**config.mk**
```make
export PLATFORM = sky130hd
export DESIGN_NAME = mul_div_unit
export DESIGN_NICKNAME = d
export VERILOG_FILES = /design/src/rtl/mul_div_unit.sv
export SDC_FILE = /design/constraint.sdc
export NUM_CORES = 1
export LEC_CHECK = 0
export ABC_AREA = 1
export CORE_ASPECT_RATIO = 1.1
export CORE_MARGIN = 2
export CORE_UTILIZATION = 45
export CTS_CLUSTER_SIZE = 14
export DETAILED_ROUTE_END_ITERATION = 8
export GPL_TIMING_DRIVEN = 0
export HOLD_SLACK_MARGIN = 0.03
export PLACE_DENSITY = 0.71
export SYNTH_ARGS = -nofsm -noshare
export SYNTH_HDL_FRONTEND = slang
export SYNTH_SLANG_ARGS = --single-unit
```
**constraint.sdc**
```tcl
create_clock -name clk_cpu -period 6.3 [get_ports clk_cpu]
set_clock_uncertainty 0.2 [all_clocks]
set_input_delay 1.26 -clock clk_cpu [delete_from_list [all_inputs] [get_ports clk_cpu]]
set_output_delay 1.26 -clock clk_cpu [all_outputs]
set_load 0.01 [all_outputs]
```
**src/rtl/mul_div_unit.sv**
```systemverilog
// Iterative radix-2 multiply/divide unit that writes its {hi, lo} result to the hi/lo register.
// Define MDU_DIV_EN to build the DIV state and the restoring divider. Without it, divide requests are ignored.
module mul_div_unit #(
    parameter int XLEN = 32
) (
    input  logic                clk_cpu,
    input  logic                reset,
    input  logic                start,
    input  logic [1:0]          op,
    input  logic [XLEN-1:0]     a,
    input  logic [XLEN-1:0]     b,
    output logic                busy,
    output logic                hilo_wr_en,
    output logic [2*XLEN-1:0]   hilo_wr_data,
    output logic                div_by_zero
);

    localparam int CW = $clog2(XLEN) + 1;

    typedef enum logic [1:0] {
        IDLE = 2'd0,
        MUL  = 2'd1,
`ifdef MDU_DIV_EN
        DIV  = 2'd2,
`endif
        DONE = 2'd3
    } state_t;

    state_t             state;
    logic [CW-1:0]      count;
    logic [XLEN-1:0]    mag_a;
    logic [2*XLEN-1:0]  prod;
    logic               neg_res;

    logic               op_signed;
    logic               a_neg_in;
    logic               b_neg_in;
    logic [XLEN-1:0]    mag_a_in;
    logic [XLEN-1:0]    mag_b_in;
    logic               last_iter;

    // MULT and DIV (op[0] = 0) work on magnitudes and fix the sign at the end
    always_comb begin
        op_signed = ~op[0];
        a_neg_in  = op_signed & a[XLEN-1];
        b_neg_in  = op_signed & b[XLEN-1];
        mag_a_in  = a_neg_in ? -a : a;
        mag_b_in  = b_neg_in ? -b : b;
        last_iter = (count == CW'(XLEN - 1));
    end

    logic [XLEN:0]      mul_sum;
    logic [2*XLEN-1:0]  mul_next;
    logic [2*XLEN-1:0]  mul_final;

    // Shift-add step: the multiplier sits in the low half and drains out as the product fills in
    always_comb begin
        mul_sum   = {1'b0, prod[2*XLEN-1:XLEN]} + {1'b0, mag_a};
        mul_next  = prod[0] ? {mul_sum, prod[XLEN-1:1]} : {1'b0, prod[2*XLEN-1:1]};
        mul_final = neg_res ? -mul_next : mul_next;
    end

`ifdef MDU_DIV_EN
    logic [XLEN-1:0]    a_raw;
    logic [XLEN-1:0]    mag_b;
    logic [XLEN-1:0]    rem;
    logic [XLEN-1:0]    quo;
    logic               neg_rem;
    logic               b_zero;
    logic               dz_q;

    logic [XLEN:0]      div_shift;
    logic               div_ge;
    logic [XLEN-1:0]    div_diff;
    logic [XLEN-1:0]    rem_next;
    logic [XLEN-1:0]    quo_next;
    logic [2*XLEN-1:0]  div_final;

    // Restoring step: the dividend shifts out of quo into rem while quotient bits shift in
    always_comb begin
        div_shift = {rem, quo[XLEN-1]};
        div_ge    = (div_shift >= {1'b0, mag_b});
        div_diff  = div_shift[XLEN-1:0] - mag_b;
        rem_next  = div_ge ? div_diff : div_shift[XLEN-1:0];
        quo_next  = {quo[XLEN-2:0], div_ge};
        if (b_zero)
            div_final = {a_raw, {XLEN{1'b1}}};
        else
            div_final = {(neg_rem ? -rem_next : rem_next), (neg_res ? -quo_next : quo_next)};
    end

    assign div_by_zero = dz_q;
`else
    assign div_by_zero = 1'b0;
`endif

    // Results are published only on the final iteration, so an abort never exposes a partial value
    always_ff @(posedge clk_cpu or posedge reset) begin
        if (reset) begin
            state        <= IDLE;
            count        <= '0;
            busy         <= 1'b0;
            hilo_wr_en   <= 1'b0;
            hilo_wr_data <= '0;
            mag_a        <= '0;
            prod         <= '0;
            neg_res      <= 1'b0;
`ifdef MDU_DIV_EN
            a_raw        <= '0;
            mag_b        <= '0;
            rem          <= '0;
            quo          <= '0;
            neg_rem      <= 1'b0;
            b_zero       <= 1'b0;
            dz_q         <= 1'b0;
`endif
        end else begin
            case (state)
                IDLE: begin
                    hilo_wr_en <= 1'b0;
                    count      <= '0;
                    if (start && !op[1]) begin
                        state   <= MUL;
                        busy    <= 1'b1;
                        mag_a   <= mag_a_in;
                        prod    <= {{XLEN{1'b0}}, mag_b_in};
                        neg_res <= a_neg_in ^ b_neg_in;
                    end
`ifdef MDU_DIV_EN
                    else if (start) begin
                        state   <= DIV;
                        busy    <= 1'b1;
                        a_raw   <= a;
                        mag_b   <= mag_b_in;
                        rem     <= '0;
                        quo     <= mag_a_in;
                        neg_res <= a_neg_in ^ b_neg_in;
                        neg_rem <= a_neg_in;
                        b_zero  <= (b == '0);
                    end
`endif
                end
                MUL: begin
                    prod  <= mul_next;
                    count <= count + CW'(1);
                    if (last_iter) begin
                        state        <= DONE;
                        hilo_wr_en   <= 1'b1;
                        hilo_wr_data <= mul_final;
                    end
                end
`ifdef MDU_DIV_EN
                DIV: begin
                    rem   <= rem_next;
                    quo   <= quo_next;
                    count <= count + CW'(1);
                    if (last_iter) begin
                        state        <= DONE;
                        hilo_wr_en   <= 1'b1;
                        hilo_wr_data <= div_final;
                        dz_q         <= b_zero;
                    end
                end
`endif
                DONE: begin
                    state      <= IDLE;
                    busy       <= 1'b0;
                    hilo_wr_en <= 1'b0;
                    count      <= '0;
`ifdef MDU_DIV_EN
                    dz_q       <= 1'b0;
`endif
                end
                default: begin
                    state      <= IDLE;
                    busy       <= 1'b0;
                    hilo_wr_en <= 1'b0;
                    count      <= '0;
                end
            endcase
        end
    end

endmodule

```
After elaboration in Yosys (flattened, before gate mapping)
Index checks and enable logic that the tools add are counted.
Storage, ports and cells
  logic and storage cells: 45
  register bits after elaboration: 171
  bits of input ports: 69
Operators by class
  add/sub/neg operators: 5
  multiplexer cells: 14
  eq/ne operators: 4
  bitwise logic cells: 5
  reductions and logical operators: 9
Operator list (count)
  two-way mux 64 bit: 3
  case mux 64 bit (2 select lines): 1
  two-way mux 32 bit: 2
  negation 32 bit: 2
  negation 64 bit: 1
  adder 32 x 32 -> 33 bit: 1
  AND reduction 2 bit: 5
  adder 6 x 1 -> 6 bit (second input constant): 1
  == test 6 x 5 -> 1 bit (second input constant): 1
  two-way mux 6 bit: 1
  two-way mux 2 bit: 2
  inequality test 2 bit (second input constant): 2
  case mux 2 bit (2 select lines): 1
  two-way mux 1 bit: 3
  bitwise AND 1 bit: 2
  == test 2 x 1 -> 1 bit (second input constant): 1
  zero test 2 bit: 1
  NOT 1 bit: 2
  case mux 1 bit (2 select lines): 1
  nonzero test 2 bit: 1
  logical AND 1 bit: 1
  zero test 1 bit: 1
  bitwise XOR 1 bit: 1

Depth between registers and ports, before layout
Gate-level depths: netlist of the first run.
  word-level depth: 5
  mapped depth: 23
  depth with buffers taken out: 22

Least setup slack after synthesis of the first run
No wires, ideal clock.
  path type: input port to flip-flop
  start: input a[0]
  end: register mag_a[30]
  slack: 3221 ps
  cell stages on the path: 12
  arrival time: 2747 ps
  buffers on the path: 0
  path through: inv_1 ha_1 nand3_1 nor4_2 nand2_1 nor2_1 nand2_1 nor3_2 nand3_1 o21ai_0 xor2_1 o21ai_1
On the way
  word-level cells in the longest chain between the ends: 2
RTL lines
  start, declared: line 10  | input logic [XLEN-1:0] a,
  negation 32 bit: line 47  | mag_a_in = a_neg_in ? -a : a;
  two-way mux 32 bit: line 47
  end signal, assigned: line 125  | mag_a <= mag_a_in;
  end, declared: line 31  | logic [XLEN-1:0] mag_a;
No other way between the ends.
A chain may end at the register's enable or synchronous reset.

Worst setup path after layout of the first run
  start: input op[1]
  end: register prod[1]
On the way
  word-level cells in the longest chain between the ends: 4
RTL lines
  start, declared: line 9  | input logic [1:0] op,
  zero test 1 bit: line 122  | if (start && !op[1]) begin
  logical AND 1 bit: line 122
  inequality test 2 bit (no line)
  AND reduction 2 bit (no line)
  end signal, assigned: line 126  | prod <= {{XLEN{1'b0}}, mag_b_in};
  end signal, assigned: line 144  | prod <= mul_next;
  end, declared: line 32  | logic [2*XLEN-1:0] prod;
No other way between the ends.

==> metrics.md, run 1 <==
| Metric | Value |
|---|---|
| Outcome | complete, no violations |
| Worst path arrival time | 3.88 ns |
| Skew-Pair Late Insertion Delay | 0.45 ns |
| Syn_nets | 2004 |
| Site row count | 64 |
| Vias | 12980 |
| Starting DRC count in detailed routing | 1102 |
| Pwr dens | 554.5 nW/um^2 |
| Top_reg_cell synth | dfrtp_1 |
| DRC | 0 |
| Root buf cell | clkbuf_16 |
| Worst vdd ir | 0.2267 mV |
| Register area share after synthesis | 33.62% |
| Dpl ws | 2.102 ns |
| Min cycle time layout | 3.797 ns |
| Htree depth | 4 |
| Final slew viol count | 0 |
| Vias in the first global route | 12410 |
| Placed cells | 2396 |
| I/O pin count | 136 |
| Yosys top cell area share | 33.62% |
| # resized after CTS | 0 |
| Core footprint | 27790 sq um |
| Hold Vio Cnt, Final | 0 |
| FF+latch count, synth | 171 |
| Crit Path Category | in2reg |
| Ant. Diodes | 0 |
| Hpwl dp | 32900 um |
| CTS Buf Count | 17 |
| Fin cells | 2428 |
| Post-DRT Antenna Nets | 0 |
| Max-Cap Viols | 0 |
| Hold_ws | 0.2833 ns |
| Critical path launch point type | input port |
| Ys async rst share | 100.0% |
| Hold WC Path Type | reg2reg |
| Via density | 5.344 |
| Critical Path Sink Type | flip-flop |
| Initial Util | 45.81% |
| Setup ws final | 2.503 ns |
| CTS tree | built |
| Top-count cell post-synth | nand2_1 |
| Post-synth top area cell | dfrtp_1 |
| Clk slew on worst S/H paths | 0.08 ns |
| Gpl congestion | 0.9896 |
| Final period utilization | 60.28% |
| Drt pass-1 iters | 6 |
| Yosys synthesis warning count | 0 |
| Unrepaired setup endpoints after global routing | no |
| First-pass GRT wire length | 64850 um |
| Fin nets | 2158 |
| Fin area | 15150 sq um |
| Routed wire length | 40720 um |
| Relative max-transition margin | 42.62% |
| Leading cell types by total area after synthesis | dfrtp_1, nand2_1, inv_1, xor2_1, nor2_1 |
| Placed Instance Area | 14560 sq um |
| Clock tree buffer depth | 2 |
| Setup violations, final | 0 |
| Crit path required time | 6.39 ns |
| Layout cells sized above 1 | 6.925% |
| Largest net degree at the start of global routing | 98 |
| Hold bufs inserted after CTS | 0 |
| Commonest cells in the netlist | nand2_1, inv_1, nor2_1 |
| Die Span X | 164.4 um |
| Mean Syn Cell Area | 6.707 sq um |
| Yosys cell types | 50 |
| Antenna violations before repair | 0 |
| Die height | 180.4 um |
| Clk sinks | 171 |
| Fmax | 263.3 MHz |
| Port bufs | 134 |
| GRT overflow | 0 |
| Syn Inst Count | 1898 |
| Post-synth EDFFs | 0 |
| Total Routing Usage GR | 28.16% |
| DR WL/cell | 16.77 um |
| Worst Path Max Fanout | 10 |
| Pleak | 7.435 nW |
| Die Area | 29650 sq um |
| Layout area overhead | 19.04% |
| Setup bufs post-CTS | 0 |
| Post-Synthesis Cell Area | 12730 sq um |
| Slew @ Worst Pin | 0.8575 ns |
| Final Power | 0.008403 W |
-- layout make-up --
class / instances / area (sq um)
Multi-Input combinational cell: 1406 / 7207
Sequential cell: 171 / 4279
Buffer: 60 / 264.0
Tap cell: 363 / 454.2
Clock inverter: 14 / 153.9
Timing Repair Buffer: 135 / 1369
Clock buffer: 18 / 439.2
Fill cell: 2751 / 12630
Inverter: 261 / 987.2
-- placed cells by master, fill, tap and decap left out, drive strengths merged --
master / instances
a21boi: 1
a21o: 1
a21oi: 40
a22oi: 1
a31oi: 6
and2: 4
and3: 3
buf: 18
bufinv: 1
clkbuf: 61
clkdlybuf4s50: 134
clkinv: 6
clkinvlp: 4
conb: 1
dfrtp: 171
fa: 1
ha: 36
inv: 264
nand2: 629
nand3: 135
nand3b: 5
nand4: 25
nor2: 194
nor3: 20
nor4: 8
o211ai: 9
o21a: 1
o21ai: 126
o21bai: 2
o221ai: 21
o22ai: 24
o311ai: 1
o31ai: 7
o41ai: 1
or2: 5
xnor2: 15
xor2: 84
-- critical path, cell delays in order --
cell and delay (ns):
clkdlybuf4s50_1 0.39, nand3b_1 0.23, nor2_1 0.70, nor2_1 0.15
clkinv_1 0.30, clkbuf_1 0.65, o221ai_1 0.20
-- worst paths after layout --
path | depth (start not counted) | slack (ns) | end | from
worst min-delay path | 2 | 0.28 | hilo_wr_data[60] | hilo_wr_data[60]
min in group asynchronous | 2 | 1.07 | hilo_wr_data[62] | reset
worst max register to register | 18 | 2.97 | hilo_wr_data[52] | mag_a[0]
worst max-delay path | 7 | 2.50 | prod[1] | op[1]
worst min register to register | 2 | 0.28 | hilo_wr_data[60] | hilo_wr_data[60]
max in group asynchronous | 3 | 3.95 | mag_a[23] | reset
-- per-layer routing --
| layer | track usage [%] | up-vias | share of wire [%] |
|---|---|---|---|
| met5 | 0 | - | 0 |
| met4 | 11.61 | 0 | 3.9 |
| met3 | 4.120 | 79 | 6.3 |
| met2 | 45.54 | 486 | 47 |
| met1 | 37.59 | 6043 | 43 |
| li1 | - | 6367 | - |
-- state kept, by name (all words and copies together) (netlist names) --
signal        flops
hilo_wr_en        1
neg_res           1
hilo_wr_data     64
mag_a            32
prod             64
state             2
count             6
busy              1
-- metrics by stage --
step                utilization, %  TNS, ns
finish                       54.53        0
global route                 54.53        0
CTS                          54.53        0
detailed placement           52.40        0
global placement             52.27  -343.79
floorplan                        -        0
-- cell families after synthesis --
kind of cell               Yosys count  share of synthesized area, %
and+or+nand+nor                   1028                         34.96
buffers and inverters              321                         9.770
AOI/OAI and AO/OA                  241                         11.12
DFF                                171                         33.62
xor gates and xnor gates            99                         6.812
adders and majority gates           37                         3.696
other                                1                       0.02946
-- power by group --
part	total, W	switching [W]	internal, W
Sequential	0.00207	0.000495	0.00158
Combinational	0.00525	0.00341	0.00185
Clock	0.00108	0.000504	0.000571
Total	0.00840	0.00441	0.00399
Power figures use the tool's default switching activity.
==> inputs of run 2 (changes only) <==
clock period = 3.44 ns   (was 6.3 ns; I/O delays follow)
==> metrics.md, run 2 (same netlist as run 1, synthesis figures left out) <==
| Metric | Value |
|---|---|
| Outcome | complete, no violations |
| Post-DRT Antenna Nets | 0 (unchanged) |
| Hpwl dp | 33860 um (+2.9%) |
| Fmax | 307.9 MHz |
| Critical path launch point type | flip-flop |
| Relative max-transition margin | 42.19% (-0.43 points) |
| Clock tree buffer depth | 2 (unchanged) |
| Initial Util | 45.81% (unchanged) |
| Gpl congestion | 0.9618 (-2.8%) |
| Core footprint | 27790 sq um (unchanged) |
| Ant. Diodes | 0 (unchanged) |
| Hold_ws | 0.2640 ns (-0.01924 ns) |
| Die height | 180.4 um (unchanged) |
| Number of gates on the worst path with buffers counted | 16 (+9) |
| CTS Buf Count | 17 (unchanged) |
| Critical Path Sink Type | flip-flop |
| Skew-Pair Late Insertion Delay | 0.43 ns (-0.02 ns) |
| Commonest cells after routing, fill and taps aside | nand2_1, inv_1, nor2_1, dfrtp_1, clkdlybuf4s50_1 |
| Root buf cell | clkbuf_16 |
| Final period utilization | 94.41% |
| Hold Vio Cnt, Final | 0 (unchanged) |
| Site row count | 64 (unchanged) |
| Worst path arrival time | 3.36 ns (-0.52 ns) |
| Global route hottest layer | met2 |
| Hold bufs inserted after CTS | 0 (unchanged) |
| Setup ws final | 0.1924 ns (-2.310 ns) |
| Worst vdd ir | 0.4834 mV (+110%) |
| Largest net degree at the start of global routing | 44 (-55%) |
| Most common cell after layout, fill and taps aside | nand2_1 |
| Setup violations, final | 0 (unchanged) |
| Crit-path cells | ha_2 -> nand2_1 -> nor2_1 -> inv_1 -> nor2_1 -> nand3_1 -> nand4_1 -> nand3_1 -> nand2_2 -> nand2_1 -> nor2_1 -> nand3_1 -> nand2_1 -> nand3_1 -> nand3_1 -> nand2_1 |
| Worst Path Max Fanout | 6 (-4) |
| Slew @ Worst Pin | 0.8639 ns (+0.006367 ns) |
| Worst stage delay on the critical path | 0.46 ns (-0.24 ns) |
| Hold WC Path Type | reg2reg |
| R2R cell count | 16 (-2) |
| Total Routing Usage GR | 28.57% (+0.40 points) |
| Htree depth | 4 (unchanged) |
| Vias | 12780 (-1.5%) |
| Via density | 5.257 (-1.6%) |
| Final slew viol count | 0 (unchanged) |
| Vias in the first global route | 12150 (-2.1%) |
| Antenna violations before repair | 0 (unchanged) |
| Clk slew on worst S/H paths | 0.07 ns (about the same) |
| CP max stage cell | dfrtp_1 |
| Routed wire length | 41250 um (+1.3%) |
| Port bufs | 134 (unchanged) |
| Clk sinks | 171 (unchanged) |
| Max-Cap Viols | 0 (unchanged) |
| Min cycle time layout | 3.248 ns |
| Unrepaired setup endpoints after global routing | no |
| CTS tree | built |
| Met3 usage | 3.982% (-0.14 points) |
| Met1 usage in global routing | 38.64% (+1.0 points) |
| DRC | 0 (unchanged) |
| Critical Path Most Common Cell | nand3_1 |
| Layout cells sized above 1 | 7.302% (+0.38 points) |
| First-pass GRT wire length | 65650 um (+1.2%) |
| GRT overflow | 0 (unchanged) |
| Pleak | 7.456 nW (+0.28%) |
| Starting DRC count in detailed routing | 1016 (-7.8%) |
| Pwr dens | 1018 nW/um^2 (+84%) |
| Drt pass-1 iters | 5 (-1) |
| Hold depth | 1 (-1) |
| Largest registers | hilo_wr_data: 64 flops, prod: 64 flops, mag_a: 32 flops |
| Fin nets | 2161 (+0.14%) |
| Dpl ws | -0.1096 ns (-2.212 ns) |
| Worst path buffer plus inverter count | 1 (-2) |
| Crit path required time | 3.56 ns (-2.83 ns) |
| Global-route met2 utilization | 45.92% (+0.38 points) |
| Cell family with most CP delay | simple AND/OR/NAND/NOR gates |
| Die Area | 29650 sq um (unchanged) |
| Die Span X | 164.4 um (unchanged) |
| DR WL/cell | 16.97 um (+1.2%) |
| Layout area overhead | 19.57% |
| I/O pin count | 136 (unchanged) |
| Crit Path Category | reg2reg |
==> run 2: changes by cell type in the layout (fill, tap and decap cells not counted), moves of 2 or more <==
cell	before	now
ha_1	36	34
ha_2	0	2
inv_6	3	5
buf_12	0	4
inv_8	4	2
nand2_2	35	37
clkinv_4	2	0
nand2_1	592	590
==> run 2: final timing paths <==
check	startpoint	slack, ns	endpoint
worst min-delay path	count[0]	0.26	count[0]
max in group asynchronous	reset	1.47	mag_a[0]
worst max register to register	mag_a[19]	0.19	hilo_wr_data[56]
worst max-delay path	mag_a[19]	0.19	hilo_wr_data[56]
min in group asynchronous	reset	0.47	hilo_wr_data[56]
worst min register to register	count[0]	0.26	count[0]
==> run 2: per-layer routing <==
metal	vias up	wire [um]
li1	6368	-
met1	5936	18560
met2	399	19130
met3	77	1922
met4	0	1635
met5	-	0
==> run 2: final cells by class <==
type | instances | area [sq um]
fill | 2796 | 12570
multi-input combinational | 1406 | 7222
timing repair buffer | 138 | 1421
buffer | 60 | 264.0
clock inverter | 13 | 153.9
clock buffer | 19 | 442.9
sequential | 171 | 4279
inverter | 261 | 983.4
tap | 363 | 454.2
==> run 2: what timing repair did <==
action,4_1_cts,5_1_grt
buffers inserted,0,0
setup endpoints to repair,0,19
resized for setup,0,7
==> run 2: report_power, final <==
group	internal [W]	leakage, nW	switching (W)
Clock	0.00111	0.285	0.000880
Sequential	0.00289	2.20	0.000908
Combinational	0.00340	4.97	0.00631
==> run 2: stage by stage <==
step                      cell area (sq um)  std cells  TNS [ns]  total power [W]  utilization, %
after floorplan                       12730       1898         0          0.01019               -
after global placement                14530       2395   -180.37          0.01322           52.29
after detailed placement              14610       2399    -1.328          0.01338           52.58
after CTS                             15210       2431         0          0.01540           54.72
after global routing                  15220       2431         0          0.01687           54.78
final                                 15220       2431         0          0.01549           54.78
==> inputs of run 3 (changes only) <==
clock period = 2.6 ns   (was 3.44 ns; I/O delays follow)
==> metrics.md, run 3 (same netlist as run 1, synthesis figures left out) <==
| Metric | Value |
|---|---|
| CTS tree | built |
| Outcome | finished, violations left |
| Core footprint | 27790 sq um (unchanged) |
| Worst path arrival time | 3.06 ns (-0.30 ns) |
| Htree depth | 4 (unchanged) |
| Skew-Pair Late Insertion Delay | 0.45 ns (+0.02 ns) |
| Clk slew on worst S/H paths | 0.08 ns (about the same) |
| Crit path required time | 2.73 ns (-0.83 ns) |
| Total Routing Usage GR | 28.98% (+0.41 points) |
| Clock tree buffer depth | 2 (unchanged) |
| Fin nets | 2207 (+2.1%) |
| Placed cells | 2399 (unchanged) |
| Crit Path Category | reg2reg |
| Max-Cap Viols | 0 (unchanged) |
| Layout area overhead | 31.69% |
| Starting DRC count in detailed routing | 1041 (+2.5%) |
| Pleak | 7.877 nW (+5.6%) |
| I/O pin count | 136 (unchanged) |
| Antenna violations before repair | 0 (unchanged) |
| Final Power | 0.02325 W (+50%) |
| Commonest cells after routing, fill and taps aside | nand2_1, inv_1, dfrtp_1, nor2_1, clkdlybuf4s50_1 |
| Critical Path Sink Type | flip-flop |
| Hpwl dp | 33340 um (-1.5%) |
| Port bufs | 134 (unchanged) |
| Slew @ Worst Pin | 0.8481 ns (-0.01582 ns) |
| Hold WC Path Type | reg2reg |
| Clk sinks | 171 (unchanged) |
| Root buf cell | clkbuf_16 |
| GRT overflow | 0 (unchanged) |
| Unrepaired setup endpoints after global routing | yes |
| CTS Buf Count | 17 (unchanged) |
| Dpl ws | -0.8946 ns (-0.7850 ns) |
| Die height | 180.4 um (unchanged) |
| Vias in the first global route | 12640 (+4.0%) |
| Multi-input gate area | 8373 sq um (+16%) |
| Die Span X | 164.4 um (unchanged) |
| Hold depth | 1 (unchanged) |
| Number of fill cells | 2589 (-7.4%) |
| Setup ws final | -0.3261 ns (-0.5185 ns) |
| Initial Util | 45.81% (unchanged) |
| Violated checks | negative setup slack |
| Vias | 13320 (+4.2%) |
| First-pass GRT wire length | 66480 um (+1.3%) |
| Final period utilization | 112.5% (+18 points) |
| R2R cell count | 17 (+1) |
| Routed wire length | 43130 um (+4.6%) |
| Layout cells sized above 1 | 19.35% (+12 points) |
| Pwr dens | 1387 nW/um^2 (+36%) |
| Fin cells | 2477 (+1.9%) |
| Hold bufs inserted after CTS | 0 (unchanged) |
| Most common cell after layout, fill and taps aside | nand2_1 |
| Die Area | 29650 sq um (unchanged) |
| Gpl congestion | 0.9744 (+1.3%) |
| DRC | 0 (unchanged) |
| Largest registers | hilo_wr_data: 64 flops, prod: 64 flops, mag_a: 32 flops |
| Via density | 5.375 (+2.3%) |
| Setup violations, final | 24 (+24) |
| DR WL/cell | 17.41 um (+2.6%) |
| Relative max-transition margin | 43.46% (+1.3 points) |
| Drt pass-1 iters | 5 (unchanged) |
| Critical path launch point type | flip-flop |
| Site row count | 64 (unchanged) |
| Largest net degree at the start of global routing | 42 (-4.5%) |
| Post-DRT Antenna Nets | 0 (unchanged) |
| Fmax | 341.8 MHz (+11%) |
| Worst Path Max Fanout | 5 (-1) |
| Worst vdd ir | 0.6165 mV (+28%) |
| Hold Vio Cnt, Final | 0 (unchanged) |
| Setup TNS | -5.278 ns (-5.278 ns) |
| Min cycle time layout | 2.926 ns (-0.3215 ns) |
| Final slew viol count | 0 (unchanged) |
| Ant. Diodes | 0 (unchanged) |
| Reg area | 4303 sq um (+0.56%) |
| Layout Utilization | 60.33% (+5.6 points) |
-- run 3: cell types whose count changed in the layout (fill, tap and decap cells not counted), sizes merged --
cell	change
dlygate4sd2	+2
inv	-2
clkinvlp	-1
clkdlybuf4s50	-9
buf	+45
bufinv	-1
dlymetal6s2s	+7
clkinv	+5
-- run 3: final cells by class --
class | count | share of cell area (%)
multi-input combinational | 1406 | 49.95
sequential | 171 | 25.67
timing repair buffer | 184 | 10.63
inverter | 261 | 5.867
tap | 363 | 2.709
clock buffer | 18 | 2.620
buffer | 60 | 1.620
clock inverter | 14 | 0.9404
-- run 3: final timing paths --
path	start	endpoint	slack, ns
max in group asynchronous	reset	mag_a[20]	1.00
setup reg to reg	mag_a[0]	hilo_wr_data[47]	-0.33
min in group asynchronous	reset	hilo_wr_data[63]	0.31
setup / recovery	mag_a[0]	hilo_wr_data[47]	-0.33
hold / removal	count[0]	count[0]	0.27
hold reg to reg	count[0]	count[0]	0.27
-- run 3: per-stage QoR --
stage               hold slack, ns  cell area (sq um)
floorplan                   0.2331              12740
CTS                         0.2748              15920
global placement            0.2520              14540
detailed placement          0.2653              14620
finish                      0.2743              16760
global route                0.2941              16760
-- run 3: repair_timing --
action	CTS	global route
setup endpoints to repair	115	111
setup buffers	18	28
pin swaps	38	71
gates resized for setup	122	182
-- run 3: metal layers --
metal / vias up / routed length (um) / GRT usage [%]
li1: 6469 / - / -
met1: 6309 / 18480 / 37.94
met2: 457 / 20580 / 47.80
met3: 80 / 2416 / 3.774
met4: 0 / 1650 / 12.53
met5: - / 0 / 0
-- run 3: worst max-delay path: stages (launching register included) --
cell,delay [ns]
dfrtp_1,0.42
ha_4,0.18
fa_2,0.39
nand3_2,0.10
nand2_2,0.09
nand3_2,0.09
nand3_2,0.14
nand2_1,0.11
nand3_2,0.10
nand2_4,0.10
inv_2,0.05
nor2_2,0.11
nand2_2,0.09
nor2_4,0.19
buf_4,0.14
nor2_1,0.04
xor2_1,0.21
o21ai_1,0.07
-- run 3: power breakdown --
| group | leakage (nW) | internal (W) | switching (W) |
|---|---|---|---|
| Combinational | 5.41 | 0.00593 | 0.00947 |
| Sequential | 2.18 | 0.00385 | 0.00139 |
| Clock | 0.287 | 0.00138 | 0.00122 |
